<file path="config.mk">
export PLATFORM = sky130hd
export DESIGN_NAME = jt12_status_unit_flat
export DESIGN_NICKNAME = d
export VERILOG_FILES = /design/src/rtl/jt12_status_unit_if.sv /design/src/rtl/jt12_status_unit.sv /design/src/flat_wrapper.sv
export SDC_FILE = /design/constraint.sdc
export NUM_CORES = 1
export LEC_CHECK = 0
export ABC_AREA = 1
export BUFFER_PORTS_ARGS = -buffer_cell sky130_fd_sc_hd__buf_2
export CAP_MARGIN = 10
export CORE_MARGIN = 8
export CORE_UTILIZATION = 30
export CTS_BUF_LIST = sky130_fd_sc_hd__clkbuf_16
export CTS_CLUSTER_DIAMETER = 80
export DETAILED_ROUTE_END_ITERATION = 8
export PLACE_DENSITY = 0.57
export SLEW_MARGIN = 20
export SYNTH_ARGS = -nofsm -noshare
export SYNTH_HDL_FRONTEND = slang
export SYNTH_SLANG_ARGS = --single-unit
</file>
<file path="constraint.sdc">
create_clock -name clk -period 2 [get_ports clk]
set_input_delay 0.1 -clock clk [delete_from_list [all_inputs] [get_ports clk]]
set_output_delay 0.1 -clock clk [all_outputs]
set_load 0.005 [all_outputs]
</file>
<file path="src/rtl/jt12_status_unit_if.sv">
// CPU-side bus of the JT12 status unit: write strobe, read address and readback.
interface jt12_status_unit_if;
    logic       wr;
    logic [1:0] addr;
    logic       sel_chipid;
    logic       busy;
    logic       irq_n;
    logic [7:0] dout;

    modport master (output wr, addr, sel_chipid, input busy, irq_n, dout);
    modport slave  (input wr, addr, sel_chipid, output busy, irq_n, dout);
endinterface

</file>
<file path="src/rtl/jt12_status_unit.sv">
// Status/readback unit for JT12-family FM cores: sticky timer/ADPCM flags,
// write-busy counter, IRQ generation and a chip-dependent registered read map.
module jt12_status_unit #(
    parameter int         MODE       = 0,
    parameter int         USE_SSG    = 1,
    parameter int         USE_CHIPID = 0,
    parameter logic [7:0] CHIPID     = 8'h01,
    parameter int         BUSY_CYC   = 32,
    parameter int         NA         = 6
) (
    input  logic                rst,
    input  logic                clk,
    input  logic                cen,
    jt12_status_unit_if.slave   bus,
    input  logic [1:0]          tim_set,
    input  logic [1:0]          tim_clr,
    input  logic [1:0]          tim_irqen,
    input  logic [NA-1:0]       pcma_end,
    input  logic                pcmb_end,
    input  logic [NA:0]         pcm_clr,
    input  logic [NA:0]         pcm_mask,
    input  logic                pcmb_brdy,
    input  logic [7:0]          psg_dout,
    input  logic [7:0]          dout_b
);

    localparam logic [7:0] BUSY_LD = 8'(BUSY_CYC);

    logic [7:0]    cnt;
    logic [1:0]    flg;      // {flgB, flgA}
    logic [NA-1:0] pa;
    logic          pb;
    logic          irq_n_q;
    logic [7:0]    dout_q;

    logic [5:0]    pa6;
    logic [7:0]    st0;
    logic [7:0]    rd;

    assign bus.busy  = (cnt != 8'd0);
    assign bus.irq_n = irq_n_q;
    assign bus.dout  = dout_q;

    // NOTE: every variable assigned in always_comb gets a default first so no latch is inferred.
    always_comb begin
        pa6         = '0;
        pa6[NA-1:0] = pa;
        st0         = {bus.busy, 5'd0, flg};
        rd          = st0;
        case (bus.addr)
            2'd1: begin
                if (USE_CHIPID != 0 && bus.sel_chipid) rd = CHIPID;
                else if (USE_SSG != 0)                 rd = psg_dout;
            end
            2'd2: begin
                if (MODE == 1)      rd = {bus.busy, 1'b0, pcmb_brdy, pb, 2'b00, flg};
                else if (MODE == 2) rd = {pb, 1'b0, pa6};
            end
            2'd3: begin
                if (MODE == 1)      rd = dout_b;
                else if (MODE == 2) rd = {pb, 1'b0, pa6};
            end
            default: ;
        endcase
    end

    // NOTE: sequential state uses non-blocking assignments so every flop samples pre-edge values.
    always_ff @(posedge clk) begin
        if (rst) begin
            cnt     <= 8'd0;
            flg     <= 2'b00;
            pa      <= '0;
            pb      <= 1'b0;
            irq_n_q <= 1'b1;
            dout_q  <= 8'h00;
        end else begin
            // A write reloads the counter even if cen arrives in the same cycle.
            if (bus.wr)                  cnt <= BUSY_LD;
            else if (cen && cnt != 8'd0) cnt <= cnt - 8'd1;

            // Set beats clear; masks only block new sets.
            flg <= (flg & ~tim_clr) | tim_set;
            pa  <= (pa & ~pcm_clr[NA-1:0]) | (pcma_end & ~pcm_mask[NA-1:0]);
            pb  <= (pb & ~pcm_clr[NA]) | (pcmb_end & ~pcm_mask[NA]);

            irq_n_q <= ~(|(flg & tim_irqen) | |({pb, pa} & ~pcm_mask));
            dout_q  <= rd;
        end
    end

endmodule

</file>
<file path="src/flat_wrapper.sv">
// flat-port wrapper written by rule: the top's interface ports become plain ports
module jt12_status_unit_flat 
#(
    parameter int         MODE       = 0,
    parameter int         USE_SSG    = 1,
    parameter int         USE_CHIPID = 0,
    parameter logic [7:0] CHIPID     = 8'h01,
    parameter int         BUSY_CYC   = 32,
    parameter int         NA         = 6
)
  (rst, clk, cen, tim_set, tim_clr, tim_irqen, pcma_end, pcmb_end, pcm_clr, pcm_mask, pcmb_brdy, psg_dout, dout_b, bus_wr, bus_addr, bus_sel_chipid, bus_busy, bus_irq_n, bus_dout);
  jt12_status_unit_if bus_i ();
  input  logic rst;
  input  logic clk;
  input  logic cen;
  input  logic [1:0] tim_set;
  input  logic [1:0] tim_clr;
  input  logic [1:0] tim_irqen;
  input  logic [NA-1:0] pcma_end;
  input  logic pcmb_end;
  input  logic [NA:0] pcm_clr;
  input  logic [NA:0] pcm_mask;
  input  logic pcmb_brdy;
  input  logic [7:0] psg_dout;
  input  logic [7:0] dout_b;
  input wire logic [$bits(bus_i.wr)-1:0] bus_wr;
  input wire logic [$bits(bus_i.addr)-1:0] bus_addr;
  input wire logic [$bits(bus_i.sel_chipid)-1:0] bus_sel_chipid;
  output wire logic [$bits(bus_i.busy)-1:0] bus_busy;
  output wire logic [$bits(bus_i.irq_n)-1:0] bus_irq_n;
  output wire logic [$bits(bus_i.dout)-1:0] bus_dout;
  assign bus_i.wr = bus_wr;
  assign bus_i.addr = bus_addr;
  assign bus_i.sel_chipid = bus_sel_chipid;
  assign bus_busy = bus_i.busy;
  assign bus_irq_n = bus_i.irq_n;
  assign bus_dout = bus_i.dout;
  jt12_status_unit #(.MODE(MODE), .USE_SSG(USE_SSG), .USE_CHIPID(USE_CHIPID), .CHIPID(CHIPID), .BUSY_CYC(BUSY_CYC), .NA(NA)) u_core (.rst(rst), .clk(clk), .cen(cen), .bus(bus_i), .tim_set(tim_set), .tim_clr(tim_clr), .tim_irqen(tim_irqen), .pcma_end(pcma_end), .pcmb_end(pcmb_end), .pcm_clr(pcm_clr), .pcm_mask(pcm_mask), .pcmb_brdy(pcmb_brdy), .psg_dout(psg_dout), .dout_b(dout_b));
endmodule
</file>
==> impl_results.md, run 1 <==
- Io pins: 61
- Die Span X: 78.6 um
- Final Cycle Share: 0.707
- Routed wire per std cell: 10.0 um
- Root Buffer: clkbuf_16
- Drt total wl: 2710 um
- Top-count cell post-synth: inv_1
- Max clock buf depth: 2
- Crit path required time: 1.90 ns
- Area Overhead vs Synth: 34.9%
- GRT Total Usage: 0.0896
- Largest delay contributor family on the critical path: flip-flops
- Synth area leaders: dfxtp_1 (44%), inv_1 (13%), nand2_1 (9.3%)
- Sequential area share after synthesis: 0.443
- R2R cell count: 9
- Die area: 0.00618 mm^2
- WP depth: 6
- Setup-failing EPs final: 0
- Critical path buffers and inverters: 3
- Placed cell count: 267
- Hold Buf Count CTS: 0
- First-pass GRT wire length: 4590 um
- Hold_sp: psg_dout[6]
- Final Max Tran Viols: 0
- Slowest cell on crit path: dfxtp_1
- Seq cells post-synth: 26
- Static Leak: 0.851 nW
- N_diodes: 0
- RSZ-0062 raised after global routing: no
- DP Wirelength: 2220 um
- Clock transition at the registers of the reported paths: 0.06 ns
- # nets final: 277
- R2r startpoint: u_core.cnt[0]$_SDFFE_PP0P_
- Critical path arrival: 1.31 ns
- Startpoint Class: flop
- Setup tns final: 0 ns
- Initial Util: 0.316
- First DRT Iteration DRCs: 74
- Synth cell types: 18
- Number of global-route vias before repair: 1130
- RD Place Congestion: 0.768
- Routed vias: 1141
- Crit Path Max Fanout: 5
- Setup Buffers After CTS: 0
- CTS buffer count: 3
- Clock sink count: 26
- Clock Latency Late Sink: 0.26 ns
- TritonCTS clock tree: built
- Type of the worst setup path: flop to output port
- Slew @ Worst Pin: 0.298 ns
- Drt first pass iters: 5
- Total number of yosys warnings: 0
- # rows: 22
- Grt total ovfl: 0
- Critical path endpoint category: output port
- Hold depth: 3
- Final Hold Vio Count: 0
- Worst hold path class: input pin to flop
- Placed inst area: 0.00148 mm^2
- Chip height: 78.6 um
- Status: complete, no violations
- Cells after Synth: 170
- Fmax: 707 MHz
- Slew HR: 0.799
- Avg Cell Area, Syn: 6.92 um^2
- Largest net degree at the start of global routing: 16
- Setup slack, reg-to-reg: 0.64 ns
- Worst VDD drop: 0.394 mV
- DRC viols: 0
- Non-filler instance count after layout: 271
- Synth area leader: dfxtp_1
- H-tree Lvls: 1
- Skew final: 0.00343 ns
- CTS resizes: 0
- CP Cell Sequence: inv_1 > ha_1 > inv_1 > nor2_1 > nand2_4 > buf_2
- DRT antenna net count: 0
- Port Buffers: 50
- Mapped Area: 0.00118 mm^2
- Worst path most repeated cell: inv_1
- Antenna violations before repair: 0
- Fill cells: 395
- Main flop type after synthesis: dfxtp_1
- Commonest cells in the netlist: inv_1 (42), nand2_1 (29), nor2_1 (28), dfxtp_1 (26), o22ai_1 (10)
- Worst reg2reg path endpoint: u_core.cnt[6]$_SDFFE_PP0P_
- Pwr/cell area: 887 mW/mm^2
- Core ar.: 0.00372 mm^2
- Fraction of registers with async set/reset: 0
- Share of cells above drive strength 1: 0.274
- Vias per cell: 4.21
- Post-synth EDFFs: 0
- Synth top area share: 0.443
- Hold Path End: u_core.bus.dout[6]$_SDFF_PP0_
- Max cap viols: 0
- Minimum clock period: 1.41 ns
- Syn_nets: 223
- Worst path max stage delay: 0.32 ns
- Finished Cell Area: 0.00159 mm^2
[where the power goes]
part	switching, mW	internal, mW	total, mW
Clock	0.176	0.398	0.573
Sequential	0.0164	0.552	0.568
Combinational	0.152	0.113	0.266
[worst max path at each step]
stage	from	end	slack [ns]
floorplan	u_core.cnt[0]$_SDFFE_PP0P_	u_core.cnt[1]$_SDFFE_PP0P_	0.78
global placement	u_core.cnt[0]$_SDFFE_PP0P_	u_core.cnt[6]$_SDFFE_PP0P_	0.64
detailed placement	u_core.cnt[0]$_SDFFE_PP0P_	u_core.cnt[4]$_SDFFE_PP0P_	0.63
CTS	u_core.cnt[0]$_SDFFE_PP0P_	bus_busy	0.57
global route	u_core.cnt[0]$_SDFFE_PP0P_	bus_busy	0.48
finish	u_core.cnt[0]$_SDFFE_PP0P_	bus_busy	0.59
[worst min-delay path, cell delays in order]
cell    delay, ns
buf_2        0.09
inv_1        0.04
nor2_1       0.03
[stage by stage]
stage                      util  worst slack, ns  hold slack, ns  power [mW]
after detailed placement  0.399            0.635           0.311       0.848
final                     0.427            0.585          0.0485        1.41
after floorplan               -            0.776           0.212       0.755
after CTS                 0.427            0.574          0.0412        1.43
after global placement    0.399            0.641           0.314       0.846
after global routing      0.427            0.482          0.0533        1.50
[layer usage]
layer	routed length, um	share of wire	vias up	global-route usage
li1	-	-	619	-
met1	1180	0.44	485	0.0942
met2	1300	0.48	35	0.157
met3	227	0.084	2	0.0490
met4	5	0.0018	0	0.0111
met5	0	0	-	0
[final cells by class]
cell class	count	area [um^2]	area share
Inverter	44	165	0.104
Tap cell	48	60.1	0.0379
Multi-Input combinational cell	99	485	0.306
Sequential cell	26	520	0.328
Clock inverter	1	30.0	0.0189
Timing Repair Buffer	50	250	0.158
Clock buffer	3	75.1	0.0473
[state kept, by name, summed over array words and instances, names as in the netlist]
name	flops
u_core.pa	6
u_core.bus.irq_n	1
u_core.bus.dout	8
u_core.cnt	8
u_core.pb	1
u_core.flg	2
[cells in the final DEF, fill, tap and decap left out, types with 3 or more instances in the layout]
master     netlist  layout
dfxtp_1         26      26
nor2_1          28      28
a21oi_1          6       6
buf_2            1      50
xor2_1           3       3
clkbuf_16        0       3
inv_1           42      42
nand3_1          8       8
o22ai_1         10      10
o21ai_0          5       5
nand2_1         29      29
[cell families after synthesis]
group	Yosys count	synth area share
xor+xnor	3	0.0223
flops	26	0.443
buf+inv	45	0.145
simple gates	72	0.262
fa+ha+maj	2	0.0213
compound gates	22	0.107
Power figures use the tool's default switching activity.
==> inputs of run 2 (changes only) <==
- PLACE_DENSITY: 0.57 -> 0.59
- clock period: 2 -> 1.3 ns (I/O delays scaled with it)
==> impl_results.md, run 2 (same netlist as run 1, synthesis figures left out) <==
- Status: complete, no violations (unchanged)
- Area of all sequential standard cells: 523 um^2 (was 520 um^2)
- Routed wire per std cell: 10.3 um (was 10.0 um)
- Slowest cell on crit path: dfxtp_2 (was dfxtp_1)
- Area Overhead vs Synth: 46.5% (was 34.9%)
- Worst path max stage delay: 0.32 ns (about the same)
- Skew final: 0.00441 ns (was 0.00343 ns)
- Pwr/cell area: 1340 mW/mm^2 (was 887 mW/mm^2)
- Critical path buffers and inverters: 4 (was 3)
- Fmax: 781 MHz
- Hold Buf Count CTS: 0 (unchanged)
- Routed vias: 1168 (was 1141)
- H-tree Lvls: 1 (unchanged)
- Crit path required time: 1.49 ns (was 1.90 ns)
- Clock sink count: 26 (unchanged)
- Type of the worst setup path: flop to flop (was flop to output port)
- First-pass GRT wire length: 4870 um (was 4590 um)
- Overall Power: 2.30 mW (was 1.41 mW)
- Root Buffer: clkbuf_16 (unchanged)
- Chip height: 78.6 um (unchanged)
- Crit Path Max Fanout: 6 (was 5)
- Final Hold Vio Count: 0 (unchanged)
- Most common cell after layout, fill and taps aside: buf_2 (unchanged)
- Grt total ovfl: 0 (unchanged)
- Drt total wl: 2920 um (was 2710 um)
- Initial Util: 0.316 (unchanged)
- Share of cells above drive strength 1: 0.349 (was 0.274)
- Clock transition at the registers of the reported paths: 0.07 ns (was 0.06 ns)
- RSZ-0062 raised after global routing: yes (was no)
- Final Max Tran Viols: 0 (unchanged)
- RD Place Congestion: 0.817 (was 0.768)
- DRC viols: 0 (unchanged)
- # rows: 22 (unchanged)
- Clock Latency Late Sink: 0.26 ns (about the same)
- Fill cells: 397 (was 395)
- Max clock buf depth: 2 (unchanged)
- Static Leak: 0.910 nW (was 0.851 nW)
- Startpoint Class: flop (unchanged)
- Largest delay contributor family on the critical path: buffers and inverters (was flip-flops)
- DRT antenna net count: 0 (unchanged)
- Grt peak-use layer: met2 (unchanged)
- GRT Total Usage: 0.0930 (was 0.0896)
- Met3 usage: 0.0330 (was 0.0490)
- Antenna violations before repair: 0 (unchanged)
- Multi-input logic area: 519 um^2 (was 485 um^2)
- Met2 GRT Util: 0.150 (was 0.157)
- Number of global-route vias before repair: 1169 (was 1130)
- N_diodes: 0 (unchanged)
- Final Cycle Share: 0.985
- TritonCTS clock tree: built (unchanged)
- Io pins: 61 (unchanged)
- Max cap viols: 0 (unchanged)
- Largest net degree at the start of global routing: 16 (unchanged)
- Critical path endpoint category: flop (was output port)
- Setup-failing EPs final: 0 (unchanged)
- DP Wirelength: 2280 um (was 2220 um)
- Core ar.: 0.00372 mm^2 (unchanged)
- Die area: 0.00618 mm^2 (unchanged)
- Worst VDD drop: 0.572 mV (was 0.394 mV)
- Slew @ Worst Pin: 0.327 ns (was 0.298 ns)
- First DRT Iteration DRCs: 36 (was 74)
- Minimum clock period: 1.28 ns
- CP Cell Sequence: inv_2 > ha_4 > inv_4 > nor2_4 > nand2_4 > nand2_8 > buf_6 > buf_4 > nand2_1 > a21oi_1 (was inv_1 > ha_1 > inv_1 > nor2_1 > nand2_4 > buf_2)
- GRT met1 Usage: 0.111 (was 0.0942)
- Critical path arrival: 1.47 ns (was 1.31 ns)
- Worst hold path class: input pin to flop (unchanged)
- Vias per cell: 4.13 (was 4.21)
- CTS buffer count: 3 (unchanged)
- # nets final: 289 (was 277)
- Most frequent cells in the layout: buf_2 (50), inv_1 (39), nand2_1 (28) (was buf_2 (50), inv_1 (42), nand2_1 (29))
- Slew HR: 0.780 (was 0.799)
- Setup tns final: 0 ns (unchanged)
- Port Buffers: 50 (unchanged)
- Die Span X: 78.6 um (unchanged)
- Drt first pass iters: 4 (was 5)
[run 2: cell types whose count changed in the layout (fill, tap and decap cells not counted), moves of 2 or more]
cell	previous run	this run
dfxtp_1	26	24
buf_4	0	10
dfxtp_2	0	2
ha_1	2	0
inv_2	2	4
inv_1	42	39
buf_6	0	2
[run 2: area by class of cell]
| class | count | area share |
|---|---|---|
| Timing Repair Buffer | 62 | 0.202 |
| Sequential cell | 26 | 0.304 |
| Multi-Input combinational cell | 99 | 0.301 |
| Tap cell | 48 | 0.0349 |
| Clock inverter | 1 | 0.0174 |
| Clock buffer | 3 | 0.0436 |
| Inverter | 44 | 0.0973 |
[run 2: where the power goes]
part	internal, mW	switching (mW)
logic	0.265	0.277
clock network	0.612	0.273
registers	0.850	0.0255
total	1.73	0.575
[run 2: worst paths after layout]
check / to / cells after the start / from / slack (ns)
setup / recovery: u_core.cnt[7]$_SDFFE_PP0P_ / 10 / u_core.cnt[1]$_SDFFE_PP0P_ / 0.02
hold / removal: u_core.flg[1]$_SDFF_PP0_ / 3 / tim_set[1] / 0.01
hold reg to reg: u_core.cnt[6]$_SDFFE_PP0P_ / 2 / u_core.cnt[6]$_SDFFE_PP0P_ / 0.48
setup reg to reg: u_core.cnt[7]$_SDFFE_PP0P_ / 10 / u_core.cnt[1]$_SDFFE_PP0P_ / 0.02
[run 2: repair_timing]
action,in CTS,in global routing
pin swaps,0,9
buffers inserted,0,8
gates resized for setup,1,17
endpoints found under the setup margin,2,8
[run 2: metal layers]
layer / share of wire / vias up / routed length, um
li1: - / 643 / -
met1: 0.45 / 491 / 1320
met2: 0.47 / 32 / 1370
met3: 0.073 / 2 / 214
met4: 0.0068 / 0 / 20
met5: 0 / - / 0
[run 2: through the flow]
step | cell area (um^2) | setup slack, ns | util | cells | hold WS (ns)
global route | 1720 | -0.0757 | 0.464 | 283 | 0.0176
global placement | 1510 | 0.0163 | 0.407 | 271 | 0.279
CTS | 1620 | 0.0163 | 0.436 | 275 | 0.00640
detailed placement | 1510 | 0.00122 | 0.407 | 271 | 0.278
floorplan | 1180 | 0.0762 | - | 170 | 0.177
finish | 1720 | 0.0197 | 0.464 | 283 | 0.0117
[run 2: worst min-delay path: stages]
cell	delay [ns]
buf_2	0.07
nor2_1	0.03
nor2_1	0.06
==> inputs of run 3 (changes only) <==
- ABC_AREA: 1 -> not set
- PLACE_DENSITY: 0.59 -> 0.6
==> impl_results.md, run 3 <==
- Die Span X: 76.8 um (was 78.6 um)
- RD Place Congestion: 0.770 (was 0.817)
- Critical path arrival: 1.42 ns (was 1.47 ns)
- Most frequent cells in the layout: buf_2 (50), dfxtp_1 (24), buf_4 (16) (was buf_2 (50), inv_1 (39), nand2_1 (28))
- DRC viols: 0 (unchanged)
- RSZ-0062 raised after global routing: yes (unchanged)
- Final Hold Vio Count: 0 (unchanged)
- Area Overhead vs Synth: 58.6% (was 46.5%)
- Largest family of logic cells by synthesized area: simple AND/OR/NAND/NOR gates (unchanged)
- Setup-failing EPs final: 10 (was 0)
- Io pins: 61 (unchanged)
- Crit path required time: 1.24 ns (was 1.49 ns)
- Adder-Cell Fraction of Synth Area: 0.0225 (was 0.0213)
- Fraction of registers with async set/reset: 0 (unchanged)
- Core ar.: 0.00361 mm^2 (was 0.00372 mm^2)
- GRT Total Usage: 0.103 (was 0.0930)
- Area of all sequential standard cells: 523 um^2 (unchanged)
- Fill cells: 361 (was 397)
- # rows: 22 (unchanged)
- Initial Util: 0.308 (was 0.316)
- Synth area leader: dfxtp_1 (unchanged)
- Static Leak: 0.854 nW (was 0.910 nW)
- Routed wire per std cell: 13.6 um (was 10.3 um)
- Max cap viols: 0 (unchanged)
- Hold Buf Count CTS: 0 (unchanged)
- Mapped Area: 0.00111 mm^2 (was 0.00118 mm^2)
- Avg Cell Area, Syn: 9.17 um^2 (was 6.92 um^2)
- Worst setup margin: -0.187 ns (was 0.0197 ns)
- Root Buffer: clkbuf_16 (unchanged)
- Clock sink count: 26 (unchanged)
- Compound-Gate Fraction of Synth Area: 0.163 (was 0.107)
- Syn_nets: 174 (was 223)
- Synth cell types: 32 (was 18)
- N_diodes: 0 (unchanged)
- Most common cell after layout, fill and taps aside: buf_2 (unchanged)
- DP Wirelength: 2500 um (was 2280 um)
- CTS buffer count: 3 (unchanged)
- Status: finished with violations (was complete, no violations)
- First-pass GRT wire length: 5130 um (was 4870 um)
- Worst hold path class: input pin to flop (unchanged)
- Crit Path Max Fanout: 5 (was 6)
- Number of global-route vias before repair: 1203 (was 1169)
- Fmax: 672 MHz (was 781 MHz)
- Cells after Synth: 121 (was 170)
- Post-synth EDFFs: 0 (unchanged)
- Slew @ Worst Pin: 0.383 ns (was 0.327 ns)
- Final Max Tran Viols: 0 (unchanged)
- Sequential area share after synthesis: 0.469 (was 0.443)
- Max clock buf depth: 2 (unchanged)
- Placed cell count: 232 (was 271)
- # nets final: 246 (was 289)
- Type of the worst setup path: flop to output port (was flop to flop)
- Minimum clock period: 1.49 ns (was 1.28 ns)
- Synth top area share: 0.469 (was 0.443)
- Routed vias: 1135 (was 1168)
- Non-filler instance count after layout: 240 (was 283)
- Core Util, Final: 0.488 (was 0.464)
- Main flop type after synthesis: dfxtp_1 (unchanged)
- Seq cells post-synth: 26 (unchanged)
- Clock Latency Late Sink: 0.26 ns (about the same)
- Startpoint Class: flop (unchanged)
- Finished Cell Area: 0.00176 mm^2 (was 0.00172 mm^2)
- Total number of yosys warnings: 0 (unchanged)
- Worst hold slack: 0.00576 ns (was 0.0117 ns)
- Post-synthesis xor/xnor area fraction: 0 (was 0.0223)
- Setup tns final: -1.32 ns (was 0 ns)
- Port Buffers: 50 (unchanged)
- Synth area leaders: dfxtp_1 (47%), inv_1 (4.7%), mux2i_1 (4.5%) (was dfxtp_1 (44%), inv_1 (13%), nand2_1 (9.3%))
- TritonCTS clock tree: built (unchanged)
- Skew final: 0.00234 ns (was 0.00441 ns)
- Multi-input logic area: 616 um^2 (was 519 um^2)
- Top-count cell post-synth: dfxtp_1 (was inv_1)
- Clock transition at the registers of the reported paths: 0.07 ns (about the same)
- Placed inst area: 0.00155 mm^2 (was 0.00151 mm^2)
- Antenna violations before repair: 0 (unchanged)
- Post-Synth Simple-Gate Area: 0.246 (was 0.262)
- Largest net degree at the start of global routing: 18 (was 16)
- Chip height: 76.8 um (was 78.6 um)
- Drt first pass iters: 4 (unchanged)
- DRT antenna net count: 0 (unchanged)
- First DRT Iteration DRCs: 17 (was 36)
- Drt total wl: 3260 um (was 2920 um)
- Share of cells above drive strength 1: 0.500 (was 0.349)
- Grt total ovfl: 0 (unchanged)
- Post-synthesis mux area share: 0.0451 (was 0)
- Final Cycle Share: 1.14 (was 0.985)
- Critical path endpoint category: output port (was flop)
- Worst VDD drop: 0.689 mV (was 0.572 mV)
- Vias per cell: 4.73 (was 4.13)
- Die area: 0.00590 mm^2 (was 0.00618 mm^2)
- Overall Power: 2.22 mW (was 2.30 mW)
- Setup WS pre-CTS: -0.192 ns (was 0.00122 ns)
- H-tree Lvls: 1 (unchanged)
- Slew HR: 0.744 (was 0.780)
- Commonest cells in the netlist: dfxtp_1 (26), inv_1 (14), nor2_1 (11), a21oi_1 (8) (was inv_1 (42), nand2_1 (29), nor2_1 (28), dfxtp_1 (26), o22ai_1 (10))
- Pwr/cell area: 1260 mW/mm^2 (was 1340 mW/mm^2)
- Violated checks: setup timing
run 3: cell count changes after synthesis, moves of 7 or more:
| cell | before | now |
|---|---|---|
| nand2b_1 | 0 | 7 |
| nand2_1 | 29 | 7 |
| inv_1 | 42 | 14 |
| nor2_1 | 28 | 11 |
| o22ai_1 | 10 | 0 |
| nand3_1 | 8 | 0 |
run 3: layout make-up:
| type | instances | area share |
|---|---|---|
| inverter | 14 | 0.0299 |
| clock inverter | 1 | 0.0171 |
| timing repair buffer | 69 | 0.230 |
| multi-input combinational | 79 | 0.350 |
| clock buffer | 3 | 0.0426 |
| tap | 48 | 0.0341 |
| sequential | 26 | 0.297 |
run 3: routing by layer:
layer	GRT usage	wire, um	vias up
li1	-	-	562
met1	0.114	1370	536
met2	0.173	1640	35
met3	0.0408	229	2
met4	0.0327	21	0
met5	0	0	-
run 3: worst max-delay path, cell delays in order, from the launching register on:
cell and delay, ns:
dfxtp_1 0.33, buf_4 0.16, nor3_2 0.29, buf_4 0.19, nand2_1 0.06, buf_2 0.14
run 3: cells by family (layout without fill, tap and decap cells):
group           after synthesis  after routing
simple gates                 46             46
compound gates               26             26
flops                        26             26
buf+inv                      16             87
mux                           5              5
fa+ha+maj                     2              2
run 3: where the power goes:
group	switching (mW)	leakage (nW)	internal (mW)
Clock	0.280	0.0511	0.612
Combinational	0.190	0.588	0.262
Sequential	0.0297	0.215	0.844
Total	0.500	0.854	1.72
run 3: what timing repair did:
action | CTS | global route
pin swaps | 9 | 5
gates cloned | 0 | 0
buffers inserted | 3 | 1
endpoints found under the setup margin | 10 | 11
resized for setup | 9 | 9
endpoints found under the hold margin | 0 | 0
run 3: path summary, 6_finish.rpt:
kind	slack (ns)	cells after the start	to	start
setup reg to reg	-0.19	7	u_core.cnt[4]$_SDFFE_PP0P_	u_core.cnt[0]$_SDFFE_PP0P_
hold / removal	0.006	2	u_core.bus.dout[2]$_SDFF_PP0_	psg_dout[2]
setup / recovery	-0.19	5	bus_busy	u_core.cnt[2]$_SDFFE_PP0P_
hold reg to reg	0.48	2	u_core.cnt[0]$_SDFFE_PP0P_	u_core.cnt[0]$_SDFFE_PP0P_
